### src/rtl/instr_enc_pkg.sv
// Shared types and constants for the instruction encoder.
// Field positions follow the RV32 base instruction layout.
package instr_enc_pkg;

    typedef enum logic [1:0] {
        FMT_I   = 2'b00,
        FMT_S   = 2'b01,
        FMT_B   = 2'b10,
        FMT_RSV = 2'b11
    } fmt_e;

    localparam int OPC_LSB    = 0;
    localparam int RD_LSB     = 7;
    localparam int F3_LSB     = 12;
    localparam int RS1_LSB    = 15;
    localparam int RS2_LSB    = 20;
    localparam int IMM_I_LSB  = 20;
    localparam int IMM_SH_LSB = 25;
    localparam int IMM_SL_LSB = 7;

    localparam logic [6:0] OP_IMM    = 7'h13;
    localparam logic [6:0] OP_LOAD   = 7'h03;
    localparam logic [6:0] OP_STORE  = 7'h23;
    localparam logic [6:0] OP_BRANCH = 7'h63;

    typedef struct packed {
        logic [31:0] instr;
        logic        err;
    } enc_t;

    // True when v[31:msb] are all equal, i.e. v survives
    // truncation to msb+1 bits followed by sign extension.
    function automatic logic sext_fits(logic [31:0] v, int msb);
        logic [31:0] t;
        t = 32'($signed(v) >>> msb);
        return (t == '0) || (t == '1);
    endfunction

endpackage

### src/rtl/instr_enc_pack.sv
// Combinational packer: fields plus immediate into one word,
// with a flag when the immediate does not fit the format.
module instr_enc_pack
    import instr_enc_pkg::*;
(
    input  logic [1:0]  fmt,
    input  logic [6:0]  opcode,
    input  logic [2:0]  funct3,
    input  logic [4:0]  rd,
    input  logic [4:0]  rs1,
    input  logic [4:0]  rs2,
    input  logic [31:0] imm,
    output logic [31:0] instr,
    output logic        err
);

    // Scatter fields and immediate slices into the word
    always_comb begin
        instr = '0;
        err   = 1'b0;
        unique case (fmt)
            FMT_I: begin
                instr[OPC_LSB +: 7]    = opcode;
                instr[RD_LSB +: 5]     = rd;
                instr[F3_LSB +: 3]     = funct3;
                instr[RS1_LSB +: 5]    = rs1;
                instr[IMM_I_LSB +: 12] = imm[11:0];
                err = !sext_fits(imm, 11);
            end
            FMT_S: begin
                instr[OPC_LSB +: 7]    = opcode;
                instr[IMM_SL_LSB +: 5] = imm[4:0];
                instr[F3_LSB +: 3]     = funct3;
                instr[RS1_LSB +: 5]    = rs1;
                instr[RS2_LSB +: 5]    = rs2;
                instr[IMM_SH_LSB +: 7] = imm[11:5];
                err = !sext_fits(imm, 11);
            end
            FMT_B: begin
                instr[OPC_LSB +: 7]  = opcode;
                instr[7]             = imm[11];
                instr[11:8]          = imm[4:1];
                instr[F3_LSB +: 3]   = funct3;
                instr[RS1_LSB +: 5]  = rs1;
                instr[RS2_LSB +: 5]  = rs2;
                instr[30:25]         = imm[10:5];
                instr[31]            = imm[12];
                err = !sext_fits(imm, 12) || imm[0];
            end
            default: begin
                instr = '0;
                err   = 1'b1;
            end
        endcase
    end

endmodule

### src/rtl/instr_encoder.sv
// Pipelined instruction encoder: packs at accept, buffers in an
// in-order FIFO and counts words handed to the consumer.
module instr_encoder
    import instr_enc_pkg::*;
#(
    parameter int DEPTH = 2,
    parameter int CNT_W = 16
) (
    input  logic             clk,
    input  logic             rst_n,
    input  logic             in_valid,
    output logic             in_ready,
    input  logic [1:0]       in_fmt,
    input  logic [6:0]       in_opcode,
    input  logic [2:0]       in_funct3,
    input  logic [4:0]       in_rd,
    input  logic [4:0]       in_rs1,
    input  logic [4:0]       in_rs2,
    input  logic [31:0]      in_imm,
    output logic             out_valid,
    input  logic             out_ready,
    output logic [31:0]      out_instr,
    output logic             out_err,
    output logic [CNT_W-1:0] instr_count,
    output logic [CNT_W-1:0] err_count
);

    localparam int PW = $clog2(DEPTH);
    localparam logic [PW:0] FULL = (PW + 1)'(DEPTH);

    enc_t             enc;
    enc_t             head;
    enc_t             mem_q [DEPTH];
    enc_t             mem_d [DEPTH];
    logic [PW-1:0]    wr_ptr_q;
    logic [PW-1:0]    wr_ptr_d;
    logic [PW-1:0]    rd_ptr_q;
    logic [PW-1:0]    rd_ptr_d;
    logic [PW:0]      count_q;
    logic [PW:0]      count_d;
    logic             rdy_q;
    logic             rdy_d;
    logic [CNT_W-1:0] ic_q;
    logic [CNT_W-1:0] ic_d;
    logic [CNT_W-1:0] ec_q;
    logic [CNT_W-1:0] ec_d;
    logic             push;
    logic             pop;

    instr_enc_pack u_pack (
        .fmt    (in_fmt),
        .opcode (in_opcode),
        .funct3 (in_funct3),
        .rd     (in_rd),
        .rs1    (in_rs1),
        .rs2    (in_rs2),
        .imm    (in_imm),
        .instr  (enc.instr),
        .err    (enc.err)
    );

    // Handshakes and masked head-of-queue outputs
    always_comb begin
        head        = mem_q[rd_ptr_q];
        out_valid   = (count_q != '0);
        in_ready    = rdy_q;
        push        = in_valid && rdy_q;
        pop         = out_valid && out_ready;
        out_instr   = out_valid ? head.instr : '0;
        out_err     = out_valid ? head.err : 1'b0;
        instr_count = ic_q;
        err_count   = ec_q;
    end

    // FIFO next state; ready is registered from next occupancy
    always_comb begin
        mem_d    = mem_q;
        wr_ptr_d = wr_ptr_q;
        rd_ptr_d = rd_ptr_q;
        count_d  = count_q;
        if (push) begin
            mem_d[wr_ptr_q] = enc;
            wr_ptr_d = wr_ptr_q + PW'(1);
        end
        if (pop) begin
            rd_ptr_d = rd_ptr_q + PW'(1);
        end
        unique case ({push, pop})
            2'b10:   count_d = count_q + 1'b1;
            2'b01:   count_d = count_q - 1'b1;
            default: count_d = count_q;
        endcase
        rdy_d = (count_d != FULL);
    end

    // Saturating handoff counters
    always_comb begin
        ic_d = ic_q;
        ec_d = ec_q;
        if (pop && (ic_q != '1)) begin
            ic_d = ic_q + 1'b1;
        end
        if (pop && head.err && (ec_q != '1)) begin
            ec_d = ec_q + 1'b1;
        end
    end

    // State registers
    always_ff @(posedge clk or negedge rst_n) begin
        if (!rst_n) begin
            for (int i = 0; i < DEPTH; i++) begin
                mem_q[i] <= '0;
            end
            wr_ptr_q <= '0;
            rd_ptr_q <= '0;
            count_q  <= '0;
            rdy_q    <= 1'b0;
            ic_q     <= '0;
            ec_q     <= '0;
        end else begin
            mem_q    <= mem_d;
            wr_ptr_q <= wr_ptr_d;
            rd_ptr_q <= rd_ptr_d;
            count_q  <= count_d;
            rdy_q    <= rdy_d;
            ic_q     <= ic_d;
            ec_q     <= ec_d;
        end
    end

endmodule

### config.mk
export PLATFORM = sky130hd
export DESIGN_NAME = instr_encoder
export DESIGN_NICKNAME = d
export VERILOG_FILES = /design/src/rtl/instr_enc_pkg.sv /design/src/rtl/instr_enc_pack.sv /design/src/rtl/instr_encoder.sv
export SDC_FILE = /design/constraint.sdc
export NUM_CORES = 1
export LEC_CHECK = 0
export CAP_MARGIN = 10
export CELL_PAD_IN_SITES_DETAIL_PLACEMENT = 1
export CELL_PAD_IN_SITES_GLOBAL_PLACEMENT = 2
export CORE_MARGIN = 3
export CORE_UTILIZATION = 32
export DETAILED_ROUTE_END_ITERATION = 6
export PLACE_DENSITY = 0.86
export SYNTH_ARGS = -nofsm -noshare
export SYNTH_HDL_FRONTEND = slang
export SYNTH_HIERARCHICAL = 1
export SYNTH_SLANG_ARGS = --single-unit
### constraint.sdc
create_clock -name clk -period 2.7 [get_ports clk]
set_clock_uncertainty 0.2 [all_clocks]
set_input_delay 0.27 -clock clk [delete_from_list [all_inputs] [get_ports clk]]
set_output_delay 0.27 -clock clk [all_outputs]
set_load 0.05 [all_outputs]
---- Yosys cells after proc, flatten, opt, wreduce, memory -nomap -nowiden ----
Cells that the tools add are included.
word-level totals
  input bits .............................. 63
  output and inout bits ................... 67
  word-level logic and storage cells ...... 57
  flip-flop bits (word level) ............. 103
operators by class
  equality and inequality tests ........... 9
  reductions and logical operators ........ 16
  multiplexer cells ....................... 11
  $lt $le $gt $ge ......................... 3
  bitwise logic cells ..................... 2
  add/sub/neg operators ................... 6
operator list
  kind                     number
  $mux W33                 4
  $pmux W32 S3             1
  $bwmux W66               1
  $eq A32 B32 Y1 const B   2
  $logic_not A32 Y1        2
  $demux W33 S1            1
  $add A16 B1 Y16 const B  2
  $mux W32                 1
  $ne A16 B16 Y1 const B   2
  $logic_and A1 B1 Y1      6
  $eq A2 B1 Y1 const B     2
  $eq A2 B2 Y1 const B     2
  $ge A2 B2 Y1 const B     2
  $not A1 Y2               2
  $pmux W2 S2              1
  $logic_or A1 B1 Y1       3
  $add A1 B1 Y1 const B    2
  $add A2 B1 Y2 const B    1
  $logic_not A1 Y1         2
  $logic_not A2 Y1         1
  $lt A2 B1 Y1 const B     1
  $ne A2 B2 Y1 const B     1
  $pmux W1 S2              1
  $reduce_bool A2 Y1       1
  other kinds (3)          3

---- Longest topological paths before layout ----
Gate-level depths: netlist of the first run.
  depth after elaboration ................. 6
  gate-level depth with buffers ........... 7
  gate-level depth less buffers ........... 7

---- By module ----
The synthesis of the first run kept the hierarchy.
modules (own cells, without submodules)
  module          area each (sq um)  cells each  times used  sequential area each (sq um)
  instr_encoder   4797.1             381         1           2577.5
  instr_enc_pack  528.0              84          1           0.0

---- Worst setup path after synthesis of the first run ----
Ideal clock, no wire load.
  kind .................................... reg-to-reg
  start ................................... register ec_q[0] (netlist: err_count[0])
  end ..................................... register ec_q[1] (netlist: err_count[1])
  period minus slack after synthesis ...... 2313 ps
  buffers on the path ..................... 0
  data arrival time ....................... 1988 ps
  required time ........................... 2375 ps
  setup time .............................. 125 ps
  cell stages (with the launch flop) ...... 6
  path slack .............................. 387 ps
  cells stage by stage .................... dfrtp_1 ha_1 nand4_4 nor4_4 nor2_2 mux2_4
on the way
  longest elaborated chain between the ends .. 2
  elaborated cells between the ends (all ways) .. 3
  classes of those cells .................. add/sub: 1; eq/ne: 1; reduce/logical: 1
ends and longest elaborated chain
  item                                                                     line                  RTL
  start: declaration                                                       instr_encoder.sv:45   logic [CNT_W-1:0] ec_q;
  start signal: assignment                                                 instr_encoder.sv:119  ec_q <= '0;
  start signal: assignment                                                 instr_encoder.sv:127  ec_q <= ec_d;
  parallel branches: the longest is 2 deep, another holds $add A16 B1 Y16  --
Several ways; the timed one is not identified.
A chain may end at the register's enable or synchronous reset.

---- Worst setup path after layout of the first run ----
  start ................................... register rd_ptr_q
  end ..................................... output port out_instr[1]
on the way
  longest elaborated chain between the ends .. 5
ends and longest elaborated chain
  item                                          line                  RTL
  start: declaration                            instr_encoder.sv:37   logic [PW-1:0] rd_ptr_q;
  start signal: assignment                      instr_encoder.sv:123  rd_ptr_q <= rd_ptr_d;
  $not A1 Y2 (implied by the code)              instr_encoder.sv:64   head = mem_q[rd_ptr_q];
  $mux W33 (implied by the code) (3 in series)  instr_encoder.sv:64
  $mux W32                                      instr_encoder.sv:69   out_instr = out_valid ? head.instr : '0;
  end: declaration                              instr_encoder.sv:22   output logic [31:0] out_instr,
Every way passes these cells. The select of a mux whose other input is x is not followed.

==> impl_metrics.py, run 1 <==
metrics = {
    "outcome": {
        "status": "finished, final reports clean",
    },
    "timing": {
        "hold_viol": 0,
        "fmax_ghz": 0.3836,
        "maxSlewHeadroom_pct": 40.28,
        "period_minus_slack_ns": 2.607,
        "worst_pin_slew_ns": 0.8958,
        "timing.final.crit_share_pct": 96.55,
        "setup_viol": 0,
        "drv_slew": 0,
        "tns_ns": 0,
        "rsz0062_at_grt": "false",
    },
    "critical_path": {
        "r2r_start": "rd_ptr_q",
        "crit_path_end_kind": "output pin",
        "path_max_fanout": 15,
        "cp.required_ns": 2.23,
        "start_kind": "flop",
        "rr_worst_depth": 6,
        "crit_type": "reg -> out",
        "rr_endpoint": "err_count[14]",
        "critical_path_arrival_ns": 2.14,
        "reg2reg_slack_ns": 0.48,
    },
    "global_route": {
        "antenna_found_initial": 0,
        "grt_pass1_wl_um": 22810,
        "globalRouteTotalUtil_pct": 15.61,
        "grt_max_degree": 45,
        "globalRouteOverflowTotal": 0,
        "grt_pass1_vias": 4643,
    },
    "logic_synthesis": {
        "synth_area_per_cell_um2": 11.45,
        "ys.flop_type": "dfrtp_1",
        "synth-seq-cells": 103,
        "synth-edff-count": 0,
        "async_reset_ff_share_pct": 100.0,
        "netlist_instances": 465,
        "syn_nets": 531,
        "yosysUniqueCellTypes": 51,
        "seq_area_frac_synth_pct": 48.40,
        "synth_area_um2": 5325,
        "yosysWarnings": 6,
    },
    "placed_design": {
        "globalplace.congestion": 0.7567,
        "port_buffers": 129,
        "dp_hpwl_um": 10410,
    },
    "pwr": {
        "power_density_nw_per_um2": 1204,
        "p_leak_nw": 3.139,
        "vdd_drop_max_mv": 0.6517,
        "p_total_mw": 8.640,
    },
    "detailed_routing": {
        "vias": 4104,
        "drt_iter0_drc": 172,
        "wire_per_inst_um": 17.09,
        "finalWirelength_um": 13950,
        "detail-route-antenna-nets": 0,
        "drt_first_pass_iters": 4,
        "via_per_inst": 5.029,
        "drc_errors": 0,
    },
    "die": {
        "die_h_um": 135,
        "fp-row-count": 46,
        "die_w_um": 135,
        "core_um2": 16060,
        "initial_core_util_pct": 33.16,
        "fp.dieArea_um2": 18230,
        "io_pins": 130,
    },
    "cts": {
        "root_buffer": "clkbuf_16",
        "clkTransAtPathRegs_ns": 0.07,
        "h-tree-depth": 3,
        "cts_tree": "yes",
        "clock_path_buffers": 2,
        "clk-insertion-delay-late_ns": 0.35,
        "cts.sinks": 103,
        "cts_setup_buffers": 0,
        "cts_inserted_buffers": 9,
    },
    "finish": {
        "syn_to_final_growth_pct": 34.80,
        "fin_nets": 661,
        "drive_above_1_share_pct": 23.67,
        "diodes": 0,
    },
    "hold_path": {
        "hold_path_class": "in -> async",
    },
    "run": {
        "drv_cap": 0,
    },
}
state kept, by name (all words and copies together), names as in the netlist:
signal and flops:
count_q 2, wr_ptr_q 1, rd_ptr_q 1, err_count 16, in_ready 1, mem_q 66
instr_count 16
power breakdown:
part | switching [mW] | internal [mW]
logic | 2.80 | 1.73
registers | 0.495 | 2.14
clock network | 0.620 | 0.854
total | 3.92 | 4.72
kinds of logic after synthesis:
logic type	Yosys count	synth area share [%]
AO/OA/AOI/OAI	37	4.511
AND/OR/NAND/NOR	163	18.09
adder cells (fa/ha/maj)	3	0.7050
XOR/XNOR	26	4.276
flip-flops	103	48.40
buffers and inverters	27	2.349
multiplexers	106	21.66
layer usage:
layer | vias up | GRT usage (%) | wire, µm
li1 | 1924 | - | -
met1 | 2066 | 19.32 | 6053
met2 | 94 | 27.04 | 7029
met3 | 20 | 3.167 | 584
met4 | 0 | 5.655 | 279
met5 | - | 0 | 0
worst max path at each step:
stage,start,endpoint,slack [ns],depth (start not counted)
5_1_grt,rd_ptr_q,out_instr[17],0.0003,3
2_1_floorplan,err_count[0],err_count[1],0.39,5
6_report,rd_ptr_q,out_instr[1],0.09,3
3_5_place_dp,in_fmt[1],mem_q[47],0.15,4
4_1_cts,rd_ptr_q,out_instr[1],0.04,3
3_3_place_gp,in_fmt[0],mem_q[48],0.22,4
metrics by stage:
| step | utilization (%) | area (µm²) | instances | hold slack [ns] | setup slack (ns) |
|---|---|---|---|---|---|
| floorplan | - | 5325 | 465 | -0.2256 | 0.3872 |
| global placement | 42.51 | 6827 | 799 | 0.1032 | 0.2168 |
| detailed placement | 42.51 | 6827 | 799 | 0.1142 | 0.1536 |
| CTS | 44.67 | 7173 | 816 | 0.2672 | 0.03725 |
| global route | 44.70 | 7178 | 816 | 0.3112 | 0.0002551 |
| finish | 44.70 | 7178 | 816 | 0.2486 | 0.09321 |
timing repair:
action / 4_1_cts / 5_1_grt
hold buffers: 1 / 0
resized for setup: 0 / 2
endpoints found under the hold margin: 41 / 0
endpoints found under the setup margin: 0 / 2
placed cells by master, fill, tap and decap left out, types with 3 or more instances in the layout:
cell             count
a211oi_1             4
a21boi_1             4
a21oi_1              7
a31oi_1              3
and2_1              21
and3_1               4
buf_4               33
clkbuf_16            9
clkdlybuf4s50_1    104
dfrtp_1            102
ha_1                 3
inv_1                4
mux2_2              69
mux2i_1             35
nand2_1             19
nand2b_1             6
nand3_1             10
nand4_1             15
nor2_1              42
nor2b_1              5
nor3_1              10
nor4_1               6
nor4_2               6
o211ai_1             3
o21ai_0              3
o21ai_1              6
xnor2_1             10
xor2_1              16
cells in the mapped netlist, types with 2 or more instances:
cell / count / area share, %
ha_1: 3 / 0.70
and4_1: 2 / 0.33
xor2_1: 16 / 2.6
a31oi_1: 3 / 0.35
a311oi_1: 2 / 0.33
xnor2_1: 10 / 1.6
nand2b_1: 6 / 0.70
nor4_2: 6 / 1.4
dfrtp_1: 103 / 48
nor2_1: 43 / 3.0
and2_1: 21 / 2.5
nor4b_2: 2 / 0.56
inv_1: 4 / 0.28
or2_2: 2 / 0.23
nand4_1: 15 / 1.8
buf_4: 2 / 0.28
buf_2: 7 / 0.66
mux2_2: 69 / 15
clkbuf_1: 12 / 0.85
o211ai_1: 3 / 0.42
o21ai_0: 3 / 0.28
a21oi_1: 7 / 0.66
a211oi_1: 4 / 0.56
nor2b_1: 5 / 0.59
o21ai_1: 6 / 0.56
nand3_1: 11 / 1.0
and3_1: 4 / 0.47
nand2_1: 19 / 1.3
mux2i_1: 35 / 6.6
a21boi_1: 4 / 0.56
nor4_4: 2 / 0.80
nor3_1: 10 / 0.94
nor4_1: 6 / 0.70
area by class of cell:
class                   count  area [µm²]
well taps                 216       270.3
repair buffers            141        1344
flip-flops and latches    103        2579
multi-input cells         335        2630
inverters                   5       18.77
fillers                  1743        8880
clock inverters             6       97.59
clock buffers              10       239.0
critical path: stages, from the launching register on:
cell and delay [ns]:
dfrtp_2 0.66, mux2i_1 0.14, nor2_1 0.16, clkdlybuf4s50_1 0.83
(Power assumes the default switching activity.)
==> inputs of run 2 (changes only) <==
- TNS_END_PERCENT: default -> 20
==> results of run 2 <==
Same layout as run 1: the final DEF is identical, and so are final timing and power.
==> inputs of run 3 (changes only) <==
- TNS_END_PERCENT: 20 -> default
==> results of run 3 <==
Same layout as run 1: the final DEF is identical, and so are final timing and power.
